==> config.mk <==
export PLATFORM = sky130hd
export DESIGN_NAME = bus_arbiter_flat
export DESIGN_NICKNAME = d
export VERILOG_FILES = /design/src/rtl/bus_arbiter_if.sv /design/src/rtl/bus_arbiter.sv /design/src/flat_wrapper.sv
export SDC_FILE = /design/constraint.sdc
export NUM_CORES = 1
export LEC_CHECK = 0
export CORE_MARGIN = 2
export CORE_UTILIZATION = 33
export CTS_CLUSTER_SIZE = 25
export DETAILED_ROUTE_END_ITERATION = 10
export PLACE_DENSITY = 0.9
export SYNTH_ARGS = -nofsm -noshare
export SYNTH_HDL_FRONTEND = slang
export SYNTH_SLANG_ARGS = --single-unit
==> constraint.sdc <==
create_clock -name clk -period 5.65 [get_ports clk]
set_clock_uncertainty 0.05 [all_clocks]
set_input_delay 1.695 -clock clk [delete_from_list [all_inputs] [get_ports clk]]
set_output_delay 1.695 -clock clk [all_outputs]
set_load 0.05 [all_outputs]
==> src/rtl/bus_arbiter_if.sv <==
// Shared-memory arbiter bus bundle: instruction-fetch port, data port, flush and memory port.
// The slave modport is the arbiter's view; the master modport is the CPU/memory environment's view.
interface bus_arbiter_if #(
  parameter int unsigned DW = 32
);
  logic          i_req;
  logic [DW-1:0] i_addr;
  logic          i_addr_ok;
  logic          i_data_ok;
  logic [DW-1:0] i_rdata;

  logic          d_req;
  logic          d_wr;
  logic [1:0]    d_size;
  logic [DW-1:0] d_addr;
  logic [DW-1:0] d_wdata;
  logic          d_addr_ok;
  logic          d_data_ok;
  logic [DW-1:0] d_rdata;

  logic          flush;

  logic          m_req;
  logic          m_wr;
  logic [1:0]    m_size;
  logic [DW-1:0] m_addr;
  logic [DW-1:0] m_wdata;
  logic          m_addr_ok;
  logic          m_data_ok;
  logic [DW-1:0] m_rdata;

  modport slave (
    input  i_req, i_addr, d_req, d_wr, d_size, d_addr, d_wdata, flush,
           m_addr_ok, m_data_ok, m_rdata,
    output i_addr_ok, i_data_ok, i_rdata, d_addr_ok, d_data_ok, d_rdata,
           m_req, m_wr, m_size, m_addr, m_wdata
  );

  modport master (
    output i_req, i_addr, d_req, d_wr, d_size, d_addr, d_wdata, flush,
           m_addr_ok, m_data_ok, m_rdata,
    input  i_addr_ok, i_data_ok, i_rdata, d_addr_ok, d_data_ok, d_rdata,
           m_req, m_wr, m_size, m_addr, m_wdata
  );
endinterface

==> src/rtl/bus_arbiter.sv <==
// Two-master (fetch/data) arbiter onto a single memory port, one transaction outstanding.
// Optional macro BUS_ARBITER_RR_EN replaces fixed data-first priority with round-robin.
module bus_arbiter #(
  parameter int unsigned DW = 32
) (
  input  logic          clk,
  input  logic          reset,
  bus_arbiter_if.slave  bus
);

  typedef enum logic [1:0] {IDLE, ADDR, WAIT} state_t;

  state_t        state_q, state_d;
  logic          gnt_d_q, gnt_d_d;       // 1 = data port owns the current transaction
  logic          discard_q, discard_d;
  logic [DW-1:0] m_addr_q, m_addr_d;
  logic [DW-1:0] m_wdata_q, m_wdata_d;
  logic          m_wr_q, m_wr_d;
  logic [1:0]    m_size_q, m_size_d;

  logic          prio_d_c;
  logic          sel_d_c;
  logic          i_addr_ok_c, d_addr_ok_c, i_data_ok_c, d_data_ok_c;

`ifdef BUS_ARBITER_RR_EN
  logic          last_d_q, last_d_d;     // 1 = data port was granted last
  assign prio_d_c = ~last_d_q;
`else
  assign prio_d_c = 1'b1;
`endif

  always_ff @(posedge clk or posedge reset) begin
    if (reset) begin
      state_q   <= IDLE;
      gnt_d_q   <= 1'b0;
      discard_q <= 1'b0;
      m_addr_q  <= '0;
      m_wdata_q <= '0;
      m_wr_q    <= 1'b0;
      m_size_q  <= 2'd0;
`ifdef BUS_ARBITER_RR_EN
      last_d_q  <= 1'b0;
`endif
    end else begin
      state_q   <= state_d;
      gnt_d_q   <= gnt_d_d;
      discard_q <= discard_d;
      m_addr_q  <= m_addr_d;
      m_wdata_q <= m_wdata_d;
      m_wr_q    <= m_wr_d;
      m_size_q  <= m_size_d;
`ifdef BUS_ARBITER_RR_EN
      last_d_q  <= last_d_d;
`endif
    end
  end

  always_comb begin
    state_d     = state_q;
    gnt_d_d     = gnt_d_q;
    discard_d   = discard_q;
    m_addr_d    = m_addr_q;
    m_wdata_d   = m_wdata_q;
    m_wr_d      = m_wr_q;
    m_size_d    = m_size_q;
    i_addr_ok_c = 1'b0;
    d_addr_ok_c = 1'b0;
    i_data_ok_c = 1'b0;
    d_data_ok_c = 1'b0;
    sel_d_c     = bus.d_req & (~bus.i_req | prio_d_c);
`ifdef BUS_ARBITER_RR_EN
    last_d_d    = last_d_q;
`endif

    case (state_q)
      IDLE: begin
        discard_d = 1'b0;
        if (bus.d_req | bus.i_req) begin
          state_d = ADDR;
          gnt_d_d = sel_d_c;
`ifdef BUS_ARBITER_RR_EN
          last_d_d = sel_d_c;
`endif
          if (sel_d_c) begin
            d_addr_ok_c = 1'b1;
            m_addr_d    = bus.d_addr;
            m_wdata_d   = bus.d_wdata;
            m_wr_d      = bus.d_wr;
            m_size_d    = bus.d_size;
          end else begin
            i_addr_ok_c = 1'b1;
            m_addr_d    = bus.i_addr;
            m_wdata_d   = '0;
            m_wr_d      = 1'b0;
            m_size_d    = 2'd2;
            discard_d   = bus.flush;
          end
        end
      end
      ADDR: begin
        if (bus.flush & ~gnt_d_q) discard_d = 1'b1;
        if (bus.m_addr_ok) state_d = WAIT;
      end
      WAIT: begin
        if (bus.flush & ~gnt_d_q) discard_d = 1'b1;
        if (bus.m_data_ok) begin
          state_d   = IDLE;
          discard_d = 1'b0;
          // A flush arriving with the response still drops it.
          if (gnt_d_q) d_data_ok_c = 1'b1;
          else         i_data_ok_c = ~(discard_q | bus.flush);
        end
      end
      default: state_d = IDLE;
    endcase
  end

  // Handshakes are gated by reset so every output reads 0 while it is held.
  assign bus.i_addr_ok = i_addr_ok_c & ~reset;
  assign bus.d_addr_ok = d_addr_ok_c & ~reset;
  assign bus.i_data_ok = i_data_ok_c & ~reset;
  assign bus.d_data_ok = d_data_ok_c & ~reset;
  assign bus.i_rdata   = (i_data_ok_c & ~reset) ? bus.m_rdata : '0;
  assign bus.d_rdata   = (d_data_ok_c & ~reset) ? bus.m_rdata : '0;

  assign bus.m_req   = (state_q == ADDR) & ~reset;
  assign bus.m_addr  = m_addr_q;
  assign bus.m_wdata = m_wdata_q;
  assign bus.m_wr    = m_wr_q;
  assign bus.m_size  = m_size_q;

endmodule

==> src/flat_wrapper.sv <==
// flat-port wrapper written by rule: the top's interface ports become plain ports
module bus_arbiter_flat 
#(
  parameter int unsigned DW = 32
)
  (clk, reset, bus_i_req, bus_i_addr, bus_d_req, bus_d_wr, bus_d_size, bus_d_addr, bus_d_wdata, bus_flush, bus_m_addr_ok, bus_m_data_ok, bus_m_rdata, bus_i_addr_ok, bus_i_data_ok, bus_i_rdata, bus_d_addr_ok, bus_d_data_ok, bus_d_rdata, bus_m_req, bus_m_wr, bus_m_size, bus_m_addr, bus_m_wdata);
  bus_arbiter_if #(.DW(DW)) bus_i ();
  input  logic clk;
  input  logic reset;
  input wire logic [$bits(bus_i.i_req)-1:0] bus_i_req;
  input wire logic [$bits(bus_i.i_addr)-1:0] bus_i_addr;
  input wire logic [$bits(bus_i.d_req)-1:0] bus_d_req;
  input wire logic [$bits(bus_i.d_wr)-1:0] bus_d_wr;
  input wire logic [$bits(bus_i.d_size)-1:0] bus_d_size;
  input wire logic [$bits(bus_i.d_addr)-1:0] bus_d_addr;
  input wire logic [$bits(bus_i.d_wdata)-1:0] bus_d_wdata;
  input wire logic [$bits(bus_i.flush)-1:0] bus_flush;
  input wire logic [$bits(bus_i.m_addr_ok)-1:0] bus_m_addr_ok;
  input wire logic [$bits(bus_i.m_data_ok)-1:0] bus_m_data_ok;
  input wire logic [$bits(bus_i.m_rdata)-1:0] bus_m_rdata;
  output wire logic [$bits(bus_i.i_addr_ok)-1:0] bus_i_addr_ok;
  output wire logic [$bits(bus_i.i_data_ok)-1:0] bus_i_data_ok;
  output wire logic [$bits(bus_i.i_rdata)-1:0] bus_i_rdata;
  output wire logic [$bits(bus_i.d_addr_ok)-1:0] bus_d_addr_ok;
  output wire logic [$bits(bus_i.d_data_ok)-1:0] bus_d_data_ok;
  output wire logic [$bits(bus_i.d_rdata)-1:0] bus_d_rdata;
  output wire logic [$bits(bus_i.m_req)-1:0] bus_m_req;
  output wire logic [$bits(bus_i.m_wr)-1:0] bus_m_wr;
  output wire logic [$bits(bus_i.m_size)-1:0] bus_m_size;
  output wire logic [$bits(bus_i.m_addr)-1:0] bus_m_addr;
  output wire logic [$bits(bus_i.m_wdata)-1:0] bus_m_wdata;
  assign bus_i.i_req = bus_i_req;
  assign bus_i.i_addr = bus_i_addr;
  assign bus_i.d_req = bus_d_req;
  assign bus_i.d_wr = bus_d_wr;
  assign bus_i.d_size = bus_d_size;
  assign bus_i.d_addr = bus_d_addr;
  assign bus_i.d_wdata = bus_d_wdata;
  assign bus_i.flush = bus_flush;
  assign bus_i.m_addr_ok = bus_m_addr_ok;
  assign bus_i.m_data_ok = bus_m_data_ok;
  assign bus_i.m_rdata = bus_m_rdata;
  assign bus_i_addr_ok = bus_i.i_addr_ok;
  assign bus_i_data_ok = bus_i.i_data_ok;
  assign bus_i_rdata = bus_i.i_rdata;
  assign bus_d_addr_ok = bus_i.d_addr_ok;
  assign bus_d_data_ok = bus_i.d_data_ok;
  assign bus_d_rdata = bus_i.d_rdata;
  assign bus_m_req = bus_i.m_req;
  assign bus_m_wr = bus_i.m_wr;
  assign bus_m_size = bus_i.m_size;
  assign bus_m_addr = bus_i.m_addr;
  assign bus_m_wdata = bus_i.m_wdata;
  bus_arbiter #(.DW(DW)) u_core (.clk(clk), .reset(reset), .bus(bus_i));
endmodule
# == After elaboration in Yosys (flattened, before gate mapping) ==
# Cells that the tools add are included.
# word_totals
register_bits,71
latchBits,0
mem_bits_rw,0
romBits,0
in_bits,138
word_cells,54
memories,0
# op_classes
add_sub_neg,0
mul,0
n_div,0
n_lt_le_gt_ge,0
n_eq_ne,5
shift,0
n_mux,27
n_bitwise,11
reduce_logical,4
# op_table
op,count
$mux W32,4
$mux W1,17
$mux W2,4
$and A1 B1 Y1,6
$pmux W2 S3,1
$ne A2 B2 Y1 const B,2
$not A1 Y1,3
$pmux W1 S3,1
$reduce_and A3 Y1,1
$reduce_bool A3 Y1,1
$eq A2 B1 Y1 const B,1
$eq A2 B2 Y1 const B,1
$logic_not A2 Y1,1
$ne A2 B1 Y1 const B,1
$or A1 B1 Y1,2
$reduce_and A2 Y1,1

# == Depth between registers and ports, before layout ==
# depth
depth_word,7
mapped_depth,7
ltp_nobuf,6

# == Least setup slack after synthesis ==
# No wires, ideal clock.
# synth_path
path_type,input -> output
from,input reset
to,output bus_i_rdata[15]
arrival_ns,3.821
required_ns,3.905
path_slack_ns,0.084
cell_stages,5
n_path_buf,1
path_cell_list,inv_2 > nand3_2 > nor4_4 > buf_2 > and2_1
# synth_via
elab_chain_cells,3
# synth_rtl
item,line_no,rtl
start: declaration,flat_wrapper.sv:9,input logic reset;
$not A1 Y1,--,
$and A1 B1 Y1,--,
via bus_i_data_ok,flat_wrapper.sv:22,output wire logic [$bits(bus_i.i_data_ok)-1:0] bus_i_data_ok;
$mux W32,bus_arbiter.sv:123,assign bus.i_rdata = (i_data_ok_c & ~reset) ? bus.m_rdata : '0;
end: declaration,flat_wrapper.sv:23,output wire logic [$bits(bus_i.i_rdata)-1:0] bus_i_rdata;
# The timed path passes the listed nets, and every way through them passes these cells.

# == Final worst setup path ==
# layout_path
from,input bus_i_req
to,output bus_i_addr_ok
# layout_via
elab_chain_cells,4
# layout_rtl
item,line_no,rtl
start: declaration,flat_wrapper.sv:10,input wire logic [$bits(bus_i.i_req)-1:0] bus_i_req;
$or A1 B1 Y1,bus_arbiter.sv:78,if (bus.d_req | bus.i_req) begin
$mux W1,bus_arbiter.sv:78,
$mux W1,bus_arbiter.sv:75,case (state_q)
$and A1 B1 Y1,bus_arbiter.sv:119,assign bus.i_addr_ok = i_addr_ok_c & ~reset;
end: declaration,flat_wrapper.sv:21,output wire logic [$bits(bus_i.i_addr_ok)-1:0] bus_i_addr_ok;
# Every way passes these cells.

==> flow_metrics.env <==
export IMPL_yosysWarnings=0
export IMPL_boundaryPins=274
export IMPL_hold_violations=0
export IMPL_synth_seq_cells=71
export IMPL_p_leak_nw=3.11
export IMPL_switching_power_mw=1.58
export IMPL_globalplace_congestion=0.905
export IMPL_synth_ff_type="dfrtp_1"
export IMPL_p_comb_share_pct=58.8
export IMPL_dr_pass1_iters=6
export IMPL_die_width_um=106
export IMPL_synth_top_area_cell="dfrtp_1"
export IMPL_seq_area_sq_um=1780
export IMPL_area_growth_pct=108
export IMPL_ir_worst_vdd_mv=0.335
export IMPL_intPower_mw=1.73
export IMPL_synth_area_sq_um=3440
export IMPL_crit_path_top_delay_cell="clkdlybuf4s50_1"
export IMPL_synth_edf_count=0
export IMPL_final_setup_viol_count=0
export IMPL_avgSynthCellArea_sq_um=10.5
export IMPL_grt_pass1_vias=3731
export IMPL_ctsHoldBuffers=0
export IMPL_yosysTopAreaCellShare_pct=51.6
export IMPL_hp_class="register to register"
export IMPL_max_slew_margin_rel_pct=21.0
export IMPL_clkTransAtPathRegs_ps=80
export IMPL_synth_most_common_cell="dfrtp_1"
export IMPL_initial_utilization_pct=33.6
export IMPL_power_mw=3.30
export IMPL_synth_yosys_seq_area_share_pct=51.6
export IMPL_status="finished clean"
export IMPL_fin_area_sq_um=7170
export IMPL_cts_root_buf="clkbuf_8"
export IMPL_drtAntennaViolNets=0
export IMPL_post_cts_buffers=0
export IMPL_avgRoutedWirePerCell_um=17.8
export IMPL_hold_ws_ps=438
export IMPL_place_ws_ps=530
export IMPL_antenna_cells=0
export IMPL_design_die_area_sq_um=11300
export IMPL_route_vias_total=3472
export IMPL_utilization_pct=70.1
export IMPL_finalCritPeriodShare_pct=90.7
export IMPL_nets=736
export IMPL_synthTopCellsByArea="dfrtp_1 52%, and2_1 12%, mux2i_1 9.3%, a22o_1 8.7%, o21ai_1 4.4%"
export IMPL_drtIter0Drc=160
export IMPL_cts_max_level=3
export IMPL_async_reset_ff_share_pct=100
export IMPL_max_clock_path_buffers=2
export IMPL_gr_total_overflow=0
export IMPL_antenna_found_initial=0
export IMPL_worstPathRequired_ps=3900
export IMPL_cts_resized=0
export IMPL_setup_tns_final_ps=0
export IMPL_crit_arrival_ps=3380
export IMPL_fin_ws_ps=527
export IMPL_placed_cell_area_sq_um=6940
export IMPL_crit_chain="clkdlybuf4s50_1 -> nand2_1 -> nor3_1 -> clkdlybuf4s50_1"
export IMPL_hpwl_mm=10.6
export IMPL_crit_reg2reg_launch="u_core.state_q[0]"
export IMPL_seq_power_share_pct=26.6
export IMPL_fin_crit_ps=5120
export IMPL_std_cell_rows=37
export IMPL_power_density_nw_per_um2=460
export IMPL_p_clk_share_pct=14.6
export IMPL_timing_worst_slew_pin_value_ps=1180
export IMPL_rsz0062_at_grt="no"
export IMPL_cts_tree="yes"
export IMPL_die_h_um=106
export IMPL_crit_top_cell="clkdlybuf4s50_1"
export IMPL_fillers=725
export IMPL_numCtsBuffers=9
export IMPL_syn_inst=327
export IMPL_cap_viol_max_count=0
export IMPL_core_sq_um=10200
export IMPL_vias_per_cell=4.74
export IMPL_drv_slew=0
export IMPL_layout_cells_non_filler=733
export IMPL_sw_frac_of_total_pct=47.7
export IMPL_crit_start="bus_i_req"
export IMPL_cp_end_kind="output pin"
export IMPL_drc=0
export IMPL_grt_max_degree=72
export IMPL_place_inst=718
export IMPL_synth_nets=470
export IMPL_startpoint_type="primary input"
export IMPL_io_buffers=273
export IMPL_critPathMaxStageDelay_ps=850
export IMPL_hp_start="u_core.bus.m_addr[9]"
export IMPL_multi_input_area_sq_um=1530
export IMPL_crit_fanout=4
export IMPL_drive_gt1_share_pct=15.4
export IMPL_max_freq_mhz=195
export IMPL_grt_pass1_wl_mm=20.1
export IMPL_critical_path_class="primary input to output pin"
export IMPL_yosys_top_cells_count="71 x dfrtp_1, 65 x and2_1, 37 x nand2_1, 34 x a22o_1, 32 x mux2i_1"
export IMPL_synthDistinctLibCells=25
export IMPL_grt_total_usage_pct=23.1
export IMPL_clk_latency_ps=330
export IMPL_drt_total_wl_mm=13.0
export IMPL_cts_sinks=71
[critical path: cells and delay by family]
kind,cells,cell delay [ps]
buf+inv,2,1420
simple gates,2,250
[cells by family after synthesis]
logic type / Yosys count / share of synthesized area (%)
simple gates: 111 / 17.6
fa+ha+maj: 5 / 1.82
flops: 71 / 51.6
mux: 33 / 9.64
buf+inv: 32 / 4.18
compound gates: 75 / 15.1
[area by class of cell]
cell class                 instances  area share (%)
timing repair buffer             279            47.9
sequential                        71            24.8
multi-input combinational        224            21.3
tap                              136            2.37
clock buffer                      10            1.78
clock inverter                     5            1.48
inverter                           8           0.419
[placed cells by master, fill, tap and decap left out, drive strengths merged]
| master | Yosys | routed |
|---|---|---|
| a21oi | 4 | 4 |
| a22o | 34 | 34 |
| a32o | 1 | 1 |
| and2 | 65 | 65 |
| buf | 12 | 73 |
| bufinv | 0 | 3 |
| clkbuf | 12 | 10 |
| clkdlybuf4s50 | 0 | 206 |
| clkinvlp | 0 | 1 |
| dfrtp | 71 | 71 |
| ha | 5 | 5 |
| inv | 8 | 9 |
| mux2 | 1 | 1 |
| mux2i | 32 | 32 |
| nand2 | 37 | 37 |
| nand3 | 1 | 1 |
| nor2 | 5 | 5 |
| nor2b | 1 | 1 |
| nor3 | 1 | 1 |
| nor4 | 1 | 1 |
| o21ai | 35 | 35 |
| o32ai | 1 | 1 |
[state kept, by name, indices dropped and copies added (netlist names)]
| name | count |
|---|---|
| u_core.state_q | 2 |
| u_core.gnt_d_q | 1 |
| u_core.bus.m_addr | 32 |
| u_core.bus.m_wdata | 32 |
| u_core.discard_q | 1 |
| u_core.bus.m_wr | 1 |
| u_core.bus.m_size | 2 |
[power groups by stage]
stage | sequential [mW] | clock (mW) | combinational [mW]
after floorplan | 1.62 | 0 | 0.484
after global placement | 0.869 | 0 | 1.91
after detailed placement | 0.879 | 0 | 1.95
after CTS | 0.878 | 0.492 | 1.96
after global routing | 0.905 | 0.517 | 2.04
final | 0.878 | 0.481 | 1.94
[per-layer routing]
layer / GRT usage (%) / routed length, um
met5: 0 / 0
met1: 23.7 / 4530
met2: 43.6 / 7130
met3: 6.74 / 984
met4: 8.74 / 363
[worst paths after layout]
path / end / slack (ps) / cells after the start
max: bus_i_addr_ok / 530 / 4
min: u_core.bus.m_addr[9] / 440 / 2
max reg2reg: u_core.bus.m_wdata[21] / 3430 / 4
min reg2reg: u_core.bus.m_addr[9] / 440 / 2
max in group asynchronous: u_core.bus.m_wdata[22] / 2940 / 3
min in group asynchronous: u_core.bus.m_addr[4] / 2060 / 3
Note: power is estimated with default switching activity, not from simulation.
